<file path="src/rtl/pmem_arbiter_pkg.sv">
// Shared types and widths for the physical-memory arbiter and its helpers.
//   ARB_IDLE / ARB_BUSY    : arbiter state encoding
//   LC3B_WORD_WIDTH        : byte address width
//   LC3B_C_BLOCK_WIDTH     : cache line width
//   wrap_inc()             : modulo-n increment used for round-robin start index
package pmem_arbiter_pkg;

    localparam int unsigned LC3B_WORD_WIDTH    = 16;
    localparam int unsigned LC3B_C_BLOCK_WIDTH = 128;

    typedef enum logic {
        ARB_IDLE = 1'b0,
        ARB_BUSY = 1'b1
    } arb_state_e;

    // idx + 1 wrapped into 0..n-1
    function automatic int unsigned wrap_inc(input int unsigned idx, input int unsigned n);
        return (idx + 1 >= n) ? 0 : idx + 1;
    endfunction

endpackage

</file>
<file path="src/rtl/pmem_arbiter_rr_pick.sv">
// Combinational priority picker, reusable by other bus arbiters.
//   req_vec   : request vector, one bit per port
//   start_idx : first index searched when rr_mode=1 (ignored when rr_mode=0)
//   rr_mode   : 1 = rotating search from start_idx, 0 = lowest index wins
//   win_idx   : selected port (0 when nothing requests)
//   win_valid : at least one port requests
module rr_priority_pick #(
    parameter int unsigned NUM_PORTS = 2
) (
    input  logic [NUM_PORTS-1:0]         req_vec,
    input  logic [$clog2(NUM_PORTS)-1:0] start_idx,
    input  logic                         rr_mode,
    output logic [$clog2(NUM_PORTS)-1:0] win_idx,
    output logic                         win_valid
);

    localparam int unsigned IDX_W = $clog2(NUM_PORTS);

    // First requester found walking upward from the base, wrapping at NUM_PORTS
    always_comb begin
        int unsigned base;
        int unsigned cand;
        win_idx   = '0;
        win_valid = 1'b0;
        base      = rr_mode ? 32'(start_idx) : 32'd0;
        cand      = 0;
        for (int unsigned i = 0; i < NUM_PORTS; i++) begin
            cand = (base + i) % NUM_PORTS;
            if (!win_valid && req_vec[cand]) begin
                win_valid = 1'b1;
                win_idx   = IDX_W'(cand);
            end
        end
    end

endmodule

</file>
<file path="src/rtl/pmem_arbiter.sv">
// Shares one physical-memory port among NUM_PORTS cache-line requesters.
// The winning request is latched so memory sees stable signals until pmem_resp.
//   req_read/req_write/req_address/req_wdata : per-port level requests (flattened)
//   req_resp  : one-hot completion pulse, combinational from pmem_resp
//   req_rdata : pmem_rdata broadcast to all ports
//   pmem_*    : registered memory-side request, pmem_resp/pmem_rdata returned
//   grant_id  : current or last granted port
//   busy      : transaction outstanding (state == BUSY)
module pmem_arbiter
    import pmem_arbiter_pkg::*;
#(
    parameter int unsigned NUM_PORTS   = 2,
    parameter int unsigned ADDR_WIDTH  = LC3B_WORD_WIDTH,
    parameter int unsigned BLOCK_WIDTH = LC3B_C_BLOCK_WIDTH,
    parameter bit          RR_MODE     = 1'b1
) (
    input  logic                             clk,
    input  logic                             rst_n,
    input  logic [NUM_PORTS-1:0]             req_read,
    input  logic [NUM_PORTS-1:0]             req_write,
    input  logic [NUM_PORTS*ADDR_WIDTH-1:0]  req_address,
    input  logic [NUM_PORTS*BLOCK_WIDTH-1:0] req_wdata,
    output logic [NUM_PORTS-1:0]             req_resp,
    output logic [BLOCK_WIDTH-1:0]           req_rdata,
    output logic                             pmem_read,
    output logic                             pmem_write,
    output logic [ADDR_WIDTH-1:0]            pmem_address,
    output logic [BLOCK_WIDTH-1:0]           pmem_wdata,
    input  logic                             pmem_resp,
    input  logic [BLOCK_WIDTH-1:0]           pmem_rdata,
    output logic [$clog2(NUM_PORTS)-1:0]     grant_id,
    output logic                             busy
);

    localparam int unsigned IDX_W = $clog2(NUM_PORTS);

    arb_state_e             state_q, state_d;
    logic [IDX_W-1:0]       grant_q, grant_d;
    logic [IDX_W-1:0]       last_grant_q, last_grant_d;
    logic [ADDR_WIDTH-1:0]  addr_q, addr_d;
    logic [BLOCK_WIDTH-1:0] wdata_q, wdata_d;
    logic                   rd_q, rd_d;
    logic                   wr_q, wr_d;

    logic [NUM_PORTS-1:0]   req_any;
    logic [IDX_W-1:0]       rr_start;
    logic [IDX_W-1:0]       win_idx;
    logic                   win_valid;

    assign req_any  = req_read | req_write;
    assign rr_start = IDX_W'(wrap_inc(32'(last_grant_q), NUM_PORTS));

    rr_priority_pick #(
        .NUM_PORTS (NUM_PORTS)
    ) u_pick (
        .req_vec   (req_any),
        .start_idx (rr_start),
        .rr_mode   (RR_MODE),
        .win_idx   (win_idx),
        .win_valid (win_valid)
    );

    // Next-state, latch capture and completion pulse
    always_comb begin
        state_d      = state_q;
        grant_d      = grant_q;
        last_grant_d = last_grant_q;
        addr_d       = addr_q;
        wdata_d      = wdata_q;
        rd_d         = rd_q;
        wr_d         = wr_q;
        req_resp     = '0;

        case (state_q)
            ARB_IDLE: begin
                if (win_valid) begin
                    state_d      = ARB_BUSY;
                    grant_d      = win_idx;
                    last_grant_d = win_idx;
                    addr_d       = req_address[win_idx*ADDR_WIDTH +: ADDR_WIDTH];
                    wdata_d      = req_wdata[win_idx*BLOCK_WIDTH +: BLOCK_WIDTH];
                    // Read+write together is a requester fault: the write wins
                    wr_d         = req_write[win_idx];
                    rd_d         = req_read[win_idx] & ~req_write[win_idx];
                end
            end
            ARB_BUSY: begin
                if (pmem_resp) begin
                    req_resp[grant_q] = 1'b1;
                    state_d           = ARB_IDLE;
                    rd_d              = 1'b0;
                    wr_d              = 1'b0;
                end
            end
            default: begin
                state_d = ARB_IDLE;
                rd_d    = 1'b0;
                wr_d    = 1'b0;
            end
        endcase
    end

    // State and latch registers
    always_ff @(posedge clk or negedge rst_n) begin
        if (!rst_n) begin
            state_q      <= ARB_IDLE;
            grant_q      <= '0;
            last_grant_q <= IDX_W'(NUM_PORTS - 1);
            addr_q       <= '0;
            wdata_q      <= '0;
            rd_q         <= 1'b0;
            wr_q         <= 1'b0;
        end else begin
            state_q      <= state_d;
            grant_q      <= grant_d;
            last_grant_q <= last_grant_d;
            addr_q       <= addr_d;
            wdata_q      <= wdata_d;
            rd_q         <= rd_d;
            wr_q         <= wr_d;
        end
    end

    assign req_rdata    = pmem_rdata;
    assign pmem_read    = rd_q;
    assign pmem_write   = wr_q;
    assign pmem_address = addr_q;
    assign pmem_wdata   = wdata_q;
    assign grant_id     = grant_q;
    assign busy         = (state_q == ARB_BUSY);

endmodule

</file>
<file path="config.mk">
export PLATFORM = sky130hd
export DESIGN_NAME = pmem_arbiter
export DESIGN_NICKNAME = d
export VERILOG_FILES = /design/src/rtl/pmem_arbiter_pkg.sv /design/src/rtl/pmem_arbiter_rr_pick.sv /design/src/rtl/pmem_arbiter.sv
export SDC_FILE = /design/constraint.sdc
export NUM_CORES = 1
export LEC_CHECK = 0
export BUFFER_PORTS_ARGS = -buffer_cell sky130_fd_sc_hd__buf_4
export CORE_AREA = 2 2 275 277
export DETAILED_ROUTE_END_ITERATION = 16
export DIE_AREA = 0 0 277 279
export PLACE_DENSITY = 0.39
export SLEW_MARGIN = 5
export SYNTH_ARGS = -nofsm -noshare
export SYNTH_HDL_FRONTEND = slang
export SYNTH_SLANG_ARGS = --single-unit
</file>
<file path="constraint.sdc">
create_clock -name clk -period 1.4 [get_ports clk]
set_input_delay 0.07 -clock clk [delete_from_list [all_inputs] [get_ports clk]]
set_output_delay 0.07 -clock clk [all_outputs]
set_load 0.02 [all_outputs]
</file>
Word level (Yosys, flattened, before mapping)
Cells that the tools add are included.

storage, ports and cells
  logic and storage cells = 53
  output and inout bits = 278
  bits of input ports = 423
  register bits after elaboration = 149

cells by class
  equal/unequal tests = 2
  bitwise operators = 4
  shifts and indexed selects = 2
  magnitude comparators = 6
  add/sub/neg operators = 2
  reductions and logical operators = 5
  mux-type cells = 25

operators with widths
  cell                                                                          count
  256-bit by 9-bit variable part select with 128-bit output                     1
  32-bit by 6-bit variable part select with 16-bit output                       1
  1-bit two-way mux                                                             19
  1-bit by 2-bit less-than comparator with 1-bit output, second input constant  4
  1-bit case mux with 2 select lines                                            3
  2-bit two-way mux                                                             2
  2-bit AND reduction                                                           2
  1-bit by 1-bit adder with 2-bit output, second input constant                 1
  2-bit >= comparator, second input constant                                    1
  1-bit logical AND                                                             2
  2-bit by 1-bit != test with 1-bit output, second input constant               1
  2-bit != test, second input constant                                          1
  1-bit NOT                                                                     2
  2-bit OR                                                                      1
  1-bit adder, second input constant                                            1
  1-bit AND                                                                     1
  1-bit demux with 1-bit select                                                 1
  1-bit >= comparator, second input constant                                    1
  1-bit logical NOT                                                             1

Logic depth before layout (Yosys ltp)
Gate-level depths: netlist (run 1).

  depth after elaboration = 15
  depth in mapped cells = 6
  mapped depth without buffers = 3

Cells and area by module
Synthesis (run 1) repeated with hierarchy kept, for this count alone.

unflattened totals
  cells, all modules = 784
  area total of the unflattened synthesis = 7868.8 µm²

by module, submodules not included
  module            cells an instance  area an instance (µm²)  sequential area each (µm²)  instances
  pmem_arbiter      781                7851.3                  3729.8                      1
  rr_priority_pick  3                  17.5                    0.0                         1

Least setup slack after synthesis (run 1)
No wires, ideal clock.

  kind = reg2reg
  start = reg state_q, in the netlist busy
  end = reg wdata_q[49], in the netlist pmem_wdata[49]
  arrival = 1.412 ns
  path buffers = 3
  stages on the path, launching flop included = 6
  period minus slack after synthesis = 1.491 ns
  slack = -0.091 ns
  library setup time = 0.079 ns
  data required time = 1.321 ns
  cells stage by stage = dfrtp_1 buf_2 clkbuf_1 clkbuf_1 a311oi_1 a2bb2oi_1

between the ends
  word-level cells in the longest chain between the ends = 2

ends and longest elaborated chain
  item                                  line                 text
  from (decl)                           pmem_arbiter.sv:37   arb_state_e state_q, state_d;
  from (signal assigned)                pmem_arbiter.sv:114  state_q <= state_d;
  1-bit NOT (no source line)            n/a
  2-bit AND reduction (no source line)  n/a
  to (signal assigned)                  pmem_arbiter.sv:118  wdata_q <= wdata_d;
  to (decl)                             pmem_arbiter.sv:41   logic [BLOCK_WIDTH-1:0] wdata_q, wdata_d;

Every way passes these cells.
A chain may end at the register's enable or synchronous reset.

Worst setup path in the final report (run 1)
  start = reg last_grant_q
  end = reg wdata_q[122], in the netlist pmem_wdata[122]

between the ends
  word-level cells in the longest chain between the ends = 10
  elaborated cells on any way between the ends = 16
  classes of those cells = 2 x add/sub; 1 x order compare; 1 x shift; 9 x mux; 3 x reduce/logical

ends and longest elaborated chain
  item                                                                                              line                        text
  from (decl)                                                                                       pmem_arbiter.sv:39          logic [IDX_W-1:0] last_grant_q, last_grant_d;
  from (signal assigned)                                                                            pmem_arbiter.sv:108         last_grant_q <= IDX_W'(NUM_PORTS - 1);
  from (signal assigned)                                                                            pmem_arbiter.sv:116         last_grant_q <= last_grant_d;
  1-bit by 1-bit adder with 2-bit output (*)                                                        pmem_arbiter_pkg.sv:18      return (idx + 1 >= n) ? 0 : idx + 1;
  2-bit >= comparator                                                                               pmem_arbiter_pkg.sv:18
  1-bit two-way mux (*)                                                                             pmem_arbiter_pkg.sv:18
  1-bit two-way mux (implied by the code) (2 in a row)                                              pmem_arbiter_rr_pick.sv:29  if (!win_valid && req_vec[cand]) begin
  1-bit two-way mux                                                                                 pmem_arbiter_rr_pick.sv:29
  1-bit logical NOT                                                                                 pmem_arbiter_rr_pick.sv:29
  1-bit logical AND                                                                                 pmem_arbiter_rr_pick.sv:29
  1-bit two-way mux                                                                                 pmem_arbiter_rr_pick.sv:29
  256-bit by 9-bit variable part select with 128-bit output or 2-bit AND reduction (tied branches)  n/a

Every way passes the cells marked *; elsewhere a longest branch is shown, timed or not. The select of a mux whose other input is x is not followed.

==> Implementation_results.wiki, run 1 <==
{| class="wikitable"
! Metric !! Value
|-
| Antenna-violating nets left || 0
|-
| Hold path cells || 3
|-
| Gate count after technology mapping || between 800 and 900
|-
| Max transition margin || between 40% and 50%
|-
| Cell taking the most area after synthesis || sky130_fd_sc_hd__dfrtp_1
|-
| Period utilisation layout || 116%
|-
| Number of failing hold endpoints at the final stage || 0
|-
| Unrepaired setup endpoints after global routing || yes
|-
| Number of max-cap violations || 0
|-
| Sum of overflow across all layers after global routing || 0
|-
| Outcome || complete, but fails checks
|-
| Critical path, cell by cell || buf_6 > o21ai_4 > buf_12 > buf_16 > a311oi_4 > a2bb2oi_2
|-
| Post-synthesis instance area || 8660 um^2
|-
| Placed Cells || 2115
|-
| Switching pwr || roughly 8300 uW
|-
| Aggregate routed wire length || ~57000 um
|-
| Violations in the final reports || setup timing
|-
| GRT Util Overall || about 13%
|-
| Number of vias in the routed layout || about 10000
|-
| Slew @ Worst Pin || 0.800 ns
|-
| Area of the die || 77300 um^2
|-
| Arrival time of the worst setup path || 2.00 ns
|-
| Stages on worst setup path || 6
|-
| Seq pwr share || between 20% and 30%
|-
| Clk sink count || between 100 and 150
|-
| Max Fanout on Critical Path || 11
|-
| Synth-to-Final Area Change || 123%
|-
| Final Core Density || between 20% and 30%
|-
| Power Dens Cells || approximately 1100 nW/um^2
|-
| Die span in x || between 200 and 300 um
|-
| Critical path's top delay family || flip-flops
|-
| Crit path capture type || flip-flop
|-
| WL per Instance || roughly 23 um
|-
| Proportion of netlist area held by the largest area contributor || between 40 and 50%
|-
| Num ports || approximately 700
|-
| CTS tree || built
|-
| Fraction of final layout cells with drive strength greater than 1 || roughly 56%
|-
| Time the final worst path needs with I/O delays and setup || roughly 1.6 ns
|-
| Fill cell instance count of the final layout || 7776
|-
| Post-Syn Nets || approximately 1300
|-
| Cell chosen for the clock root || sky130_fd_sc_hd__clkbuf_16
|-
| Clock transition at path regs || approximately 0.08 ns
|-
| Overall die height || ~280 um
|-
| Flip-flop and latch count after synthesis || between 100 and 150
|-
| Skew-Pair Late Insertion Delay || between 0.4 and 0.5 ns
|-
| Yosys synthesis warning count || 0
|-
| Data required time of the worst path || ~1.8 ns
|-
| Count of placed standard cells in the final layout, fillers left out || roughly 2500
|-
| Relative contribution of combinational cells to total power || between 40% and 50%
|-
| Peak per-stage delay on the critical path || 0.55 ns
|-
| Asr flop ratio synth || between 90% and 100%
|-
| Relative contribution of the clock network to total power || 23.0%
|-
| Final setup violation count || 150
|-
| Int Pwr || 13400 uW
|-
| Worst slack at placement || -0.165 ns
|-
| Initial drt markers || about 400
|-
| Critical Path Start Type || flip-flop
|-
| Overall power of the completed layout || ~22000 uW
|-
| Number of standard-cell rows in the floorplan || 100
|-
| Core Box Area || 74100 um^2
|-
| Largest buffer count on any clock path || 2
|-
| Static Leakage || just under 0.008 uW
|-
| Cell depth of the worst flop-to-flop path || 6
|-
| # nets final || ~1900
|-
| Count of input and output buffers || approximately 440
|-
| Initial standard-cell utilization of the core || between 10% and 20%
|-
| Initial antenna violation count || 7
|-
| Worst min path class || in -> reg
|-
| Mean area per synthesized cell || between 10 and 15 um^2
|-
| Max-slew violation count || 0
|-
| Via count of the first global-routing pass || 11300
|-
| Post-route worst setup slack || -0.226 ns
|-
| Routability congestion estimate || 0.785
|-
| Highest ir drop seen on vdd || around 640 uV
|-
| Most instantiated library cell after synthesis || sky130_fd_sc_hd__dfrtp_1
|-
| Switching power share of the total || about two fifths
|-
| Wire length of the first global-routing pass || 76200 um
|-
| EDFF count, synth || 0
|-
| Top cell types by occurrence after synthesis || 148 x sky130_fd_sc_hd__dfrtp_1, 145 x sky130_fd_sc_hd__o21ai_0, 144 x sky130_fd_sc_hd__a2bb2oi_1, 134 x sky130_fd_sc_hd__a311oi_1, 132 x sky130_fd_sc_hd__buf_4
|-
| Num CTS Buffers || 17
|-
| H-Tree Depth || 4
|-
| Buffering stage count on the worst path with inverters included || 3
|-
| Highest-delay cell along the critical path || sky130_fd_sc_hd__dfstp_2
|-
| Share of the yosys chip area belonging to registers || 43.1%
|-
| Via density || about 4.2
|-
| Post-route DRC || 0
|-
| Worst Setup Path Type || reg -> reg
|-
| Unique cell type count in the Yosys netlist || 27
|-
| Most instantiated flip-flop cell in the synthesis netlist || sky130_fd_sc_hd__dfrtp_1
|-
| Most area-consuming cells after synthesis || sky130_fd_sc_hd__dfrtp_1 43%, sky130_fd_sc_hd__a2bb2oi_1 15%, sky130_fd_sc_hd__a311oi_1 14%
|-
| Setup skew after layout || approximately 0.024 ns
|-
| Highest achievable clock rate || around 610 MHz
|-
| Detailed-router iteration count before antenna repair || 5
|-
| Pin count of the biggest net entering global routing || 86
|-
| HPWL reported at the end of detailed placement || roughly 36000 um
|}
path summary, 6_finish.rpt:
check	slack, ns	to	from
max	-0.23	pmem_wdata[122]	last_grant_q
min	0.04	pmem_wdata[78]	req_wdata[78]
max reg2reg	-0.23	pmem_wdata[122]	last_grant_q
min reg2reg	0.54	pmem_wdata[98]	pmem_wdata[98]
max in group asynchronous	0.62	last_grant_q	rst_n
min in group asynchronous	0.12	pmem_wdata[100]	rst_n
registers in the layout (all words and copies together) (netlist names):
name / count
busy: 1
pmem_read: 1
last_grant_q: 1
pmem_wdata: 128
pmem_address: 16
grant_id: 1
pmem_write: 1
power groups by stage:
stage               Clock [uW]  Combinational (uW)  Sequential [uW]
floorplan                    0                2800             7080
global placement             0                7250             6060
detailed placement           0                7290             6020
CTS                       5180                9390             5970
global route              5310               11100             6160
finish                    4980               10600             6050
through the flow:
step	area [um^2]	TNS, ns	hold WS [ns]
floorplan	8690	-3.52	-0.226
global placement	13000	-10.92	0.0763
detailed placement	13000	-12.69	0.0716
CTS	17800	-26.36	0.00578
global route	19300	-29.12	0.00615
finish	19300	-20.82	0.0350
per-layer routing:
metal  vias to the layer above  routed length (um)  part of all wire (%)  GRT usage, %
li1                       4609                   -                     -             -
met1                      5290               23000                    40          15.5
met2                       455               28100                    49          22.4
met3                       139                3620                   6.4          3.82
met4                         0                2220                   3.9          7.37
met5                         -                   0                     0             0
kinds of logic after synthesis:
kind of cell,synth area share (%)
AOI/OAI and AO/OA,38.9
buffers and inverters,17.0
DFF,43.1
and+or+nand+nor,0.910
muxes,0.116
repair_timing:
item	in CTS	in global routing
hold buffers	288	0
hold endpoints to repair	295	0
gates resized for setup	115	217
setup endpoints to repair	145	151
setup buffers	28	10
pin swaps	35	138
gates cloned	17	19
cells in the final DEF, fill, tap and decap left out, types with 6 or more instances in the layout:
cell,instances
sky130_fd_sc_hd__a2bb2oi_1,91
sky130_fd_sc_hd__a2bb2oi_2,53
sky130_fd_sc_hd__a311oi_2,124
sky130_fd_sc_hd__a311oi_4,18
sky130_fd_sc_hd__buf_12,50
sky130_fd_sc_hd__buf_16,18
sky130_fd_sc_hd__buf_4,502
sky130_fd_sc_hd__buf_6,20
sky130_fd_sc_hd__buf_8,6
sky130_fd_sc_hd__clkbuf_16,31
sky130_fd_sc_hd__dfrtp_1,147
sky130_fd_sc_hd__dlygate4sd3_1,288
sky130_fd_sc_hd__o21ai_0,96
sky130_fd_sc_hd__o21ai_1,37
sky130_fd_sc_hd__o21ai_2,11
final cells by class:
cell class              instances  area, um^2  area share, %
well taps                     969        1210           6.27
clock buffers                  17         425           2.20
clock inverters                15         159          0.822
repair buffers                899        8850           45.8
flip-flops and latches        149        3730           19.3
diodes                          4        10.0         0.0518
multi-input cells             454        4950           25.6
worst min-delay path: cells and delay by family:
| family | cells | cell delay, ns |
|---|---|---|
| AOI/OAI and AO/OA | 2 | 0.31 |
| buffers and inverters | 1 | 0.08 |
(Power assumes the default switching activity.)
==> run 2, diff against run 1 <==
Settings changed: SETUP_SLACK_MARGIN from default to 0.15.
==> run 2 against run 1 <==
Against the previous run: the flow still finishes with violations (setup timing); die area unchanged; clock power up 2%; via count decreased by 2.1%; core utilization down 0.44 points; setup slack got worse by 0.043 ns; register-to-register slack worse by 0.02 ns; sequential power hardly changed; design area is 1.7% lower; cell count is 0.20% lower; non-clock buffer count decreased by 4; highest routed layer unchanged.
==> Implementation_results.wiki, run 2 (same netlist as run 1, synthesis figures left out) <==
{| class="wikitable"
! Metric !! Value
|-
| Outcome || complete, but fails checks
|-
| Violations in the final reports || setup timing
|-
| Initial drt markers || 385 (-3.5%)
|-
| Cell chosen for the clock root || sky130_fd_sc_hd__clkbuf_16
|-
| Number of vias in the routed layout || 10300 (-2.1%)
|-
| H-Tree Depth || 4 (unchanged)
|-
| Worst Setup Path Type || reg -> out
|-
| Power Dens Cells || 1130 nW/um^2 (+0.88%)
|-
| Count of placed standard cells in the final layout, fillers left out || 2502 (-0.20%)
|-
| CTS tree || built
|-
| Highest-count cells in the layout ignoring fill and taps || 506 x sky130_fd_sc_hd__buf_4, 289 x sky130_fd_sc_hd__dlygate4sd3_1, 146 x sky130_fd_sc_hd__dfrtp_1, 120 x sky130_fd_sc_hd__a311oi_2, 102 x sky130_fd_sc_hd__a2bb2oi_1
|-
| Placed instance area || 13000 um^2 (about the same)
|-
| Data required time of the worst path || 1.33 ns (-0.44 ns)
|-
| Max-slew violation count || 0 (unchanged)
|-
| Placed Cells || 2131 (+0.76%)
|-
| Detailed-router iteration count before antenna repair || 4 (-1)
|-
| Max reg flops || 128 (unchanged)
|-
| Number of failing hold endpoints at the final stage || 0 (unchanged)
|-
| Area of the die || 77300 um^2 (unchanged)
|-
| Num CTS Buffers || 17 (unchanged)
|-
| Count of input and output buffers || 444 (unchanged)
|-
| Worst reg2reg startpoint || busy
|-
| Die span in x || 277 um (unchanged)
|-
| Highest ir drop seen on vdd || 735 uV (+15%)
|-
| Max transition margin || 67.8% (+21 points)
|-
| Sum of overflow across all layers after global routing || 0 (unchanged)
|-
| Unrepaired setup endpoints after global routing || yes
|-
| Synth-to-Final Area Change || 119%
|-
| Critical register-to-register path endpoint || pmem_wdata[59]
|-
| Number of max-cap violations || 0 (unchanged)
|-
| Initial standard-cell utilization of the core || 11.7% (unchanged)
|-
| Initial antenna violation count || 4 (-3)
|-
| Clk sink count || 149 (unchanged)
|-
| Critical Path Start Type || flip-flop
|-
| Arrival time of the worst setup path || 1.60 ns (-0.40 ns)
|-
| HPWL reported at the end of detailed placement || 35800 um (about the same)
|-
| Num ports || 701 (unchanged)
|-
| Static Leakage || 0.00759 uW (-1.7%)
|-
| Setup skew after layout || 0.00987 ns (-0.0137 ns)
|-
| Worst min path class || in -> reg
|-
| Slack of the worst reg-to-reg path || -0.25 ns (-0.02 ns)
|-
| Crit path capture type || output pin
|-
| Post-route DRC || 0 (unchanged)
|-
| Worst slack at placement || -0.305 ns (-0.140 ns)
|-
| Overall power of the completed layout || 21500 uW (-0.83%)
|-
| Highest achievable clock rate || 599 MHz (-2.6%)
|-
| WL per Instance || 21.4 um (-5.9%)
|-
| Antenna-violating nets left || 0 (unchanged)
|-
| Overall die height || 279 um (unchanged)
|-
| Via count of the first global-routing pass || 11200 (-0.89%)
|-
| Slew @ Worst Pin || 0.483 ns (-0.317 ns)
|-
| Time the final worst path needs with I/O delays and setup || 1.67 ns (+0.0435 ns)
|-
| Number of standard-cell rows in the floorplan || 100 (unchanged)
|-
| CP startpoint || busy
|-
| Critical Path End || req_resp[1]
|-
| Pin count of the biggest net entering global routing || 68 (-21%)
|-
| Fill cell instance count of the final layout || 7808 (+0.41%)
|-
| Final standard cell area without fillers || 19000 um^2 (-1.7%)
|-
| Most common cell after layout, fill and taps aside || sky130_fd_sc_hd__buf_4
|-
| GRT Util Overall || 13.2% (-0.21 points)
|-
| Largest buffer count on any clock path || 2 (unchanged)
|-
| Routability congestion estimate || 0.805 (+2.5%)
|-
| Aggregate routed wire length || 53500 um (-6.1%)
|-
| Via density || 4.11 (-1.9%)
|-
| Skew-Pair Late Insertion Delay || 0.47 ns (about the same)
|-
| Worst hold slack || 0.0626 ns (+0.0276 ns)
|-
| Wire length of the first global-routing pass || 75300 um (-1.2%)
|-
| Period utilisation layout || 119% (+3.1 points)
|-
| # nets final || 1940 (-0.21%)
|-
| Fraction of final layout cells with drive strength greater than 1 || 57.4% (+1.1 points)
|-
| Post-route worst setup slack || -0.270 ns (-0.0435 ns)
|-
| Max Fanout on Critical Path || 3 (-8)
|-
| Cell depth of the worst flop-to-flop path || 7 (+1)
|-
| Final setup violation count || 151 (+0.67%)
|-
| Clock transition at path regs || 0.08 ns (about the same)
|-
| Core Box Area || 74100 um^2 (unchanged)
|}
run 2: changes by cell type in the layout (fill, tap and decap cells not counted), moves of 7 or more:
| cell | delta |
|---|---|
| sky130_fd_sc_hd__a2bb2oi_1 | +11 |
| sky130_fd_sc_hd__a2bb2oi_2 | -11 |
| sky130_fd_sc_hd__a311oi_1 | +8 |
| sky130_fd_sc_hd__buf_12 | -17 |
| sky130_fd_sc_hd__buf_6 | +14 |
| sky130_fd_sc_hd__buf_8 | +7 |
| sky130_fd_sc_hd__clkbuf_16 | -9 |
| sky130_fd_sc_hd__o21ai_0 | -60 |
| sky130_fd_sc_hd__o21ai_1 | +21 |
| sky130_fd_sc_hd__o21ai_2 | +30 |
| sky130_fd_sc_hd__o21ai_4 | +9 |
run 2: stage by stage:
step	utilization, %	TNS (ns)
global route	25.7	-33.65
finish	25.7	-23.71
floorplan	-	0
CTS	24.4	-30.17
global placement	17.5	-29.80
detailed placement	17.5	-33.12
run 2: layout make-up:
cell class              instances  area (um^2)  share of cell area (%)
repair buffers                895         8470                    44.6
multi-input cells             454         4970                    26.2
flip-flops and latches        149         3730                    19.6
well taps                     969         1210                    6.38
clock buffers                  18          439                    2.31
clock inverters                14          166                   0.876
diodes                          3         7.51                  0.0395
run 2: worst min-delay path by stage:
stage	slack, ns	start	to	depth (start not counted)
6_report	0.06	req_wdata[171]	pmem_wdata[43]	4
5_1_grt	0.05	req_wdata[171]	pmem_wdata[43]	4
4_1_cts	0.008	req_wdata[171]	pmem_wdata[43]	4
3_5_place_dp	-0.12	rst_n	pmem_wdata[102]	1
3_3_place_gp	-0.11	rst_n	pmem_wdata[102]	1
2_1_floorplan	-0.23	rst_n	busy	0
run 2: critical path: stages (launching register included):
cell and delay [ns]:
sky130_fd_sc_hd__dfrtp_4 0.49, sky130_fd_sc_hd__buf_8 0.13, sky130_fd_sc_hd__buf_12 0.12, sky130_fd_sc_hd__buf_6 0.11, sky130_fd_sc_hd__and3_4 0.17, sky130_fd_sc_hd__buf_6 0.13
run 2: routing by layer:
| layer | vias to the layer above | share of wire, % | global-route usage [%] |
|---|---|---|---|
| li1 | 4607 | - | - |
| met1 | 5129 | 38 | 14.7 |
| met2 | 415 | 51 | 23.0 |
| met3 | 124 | 7.0 | 3.86 |
| met4 | 0 | 4.1 | 6.48 |
| met5 | - | 0 | 0 |
run 2: power by group:
part           internal [uW]  leakage (uW)  switching (uW)
registers               5290       0.00167             761
logic                   5430       0.00563            4910
clock network           2730      0.000288            2360
total                  13400       0.00759            8030
run 2: what timing repair did:
action                     4_1_cts  5_1_grt
hold buffers                   289        0
setup endpoints to repair      153      153
gates resized for setup        237      193
pin swaps                       51       63
cloned                          13        5
buffers inserted                24        5
hold endpoints to repair       296        0
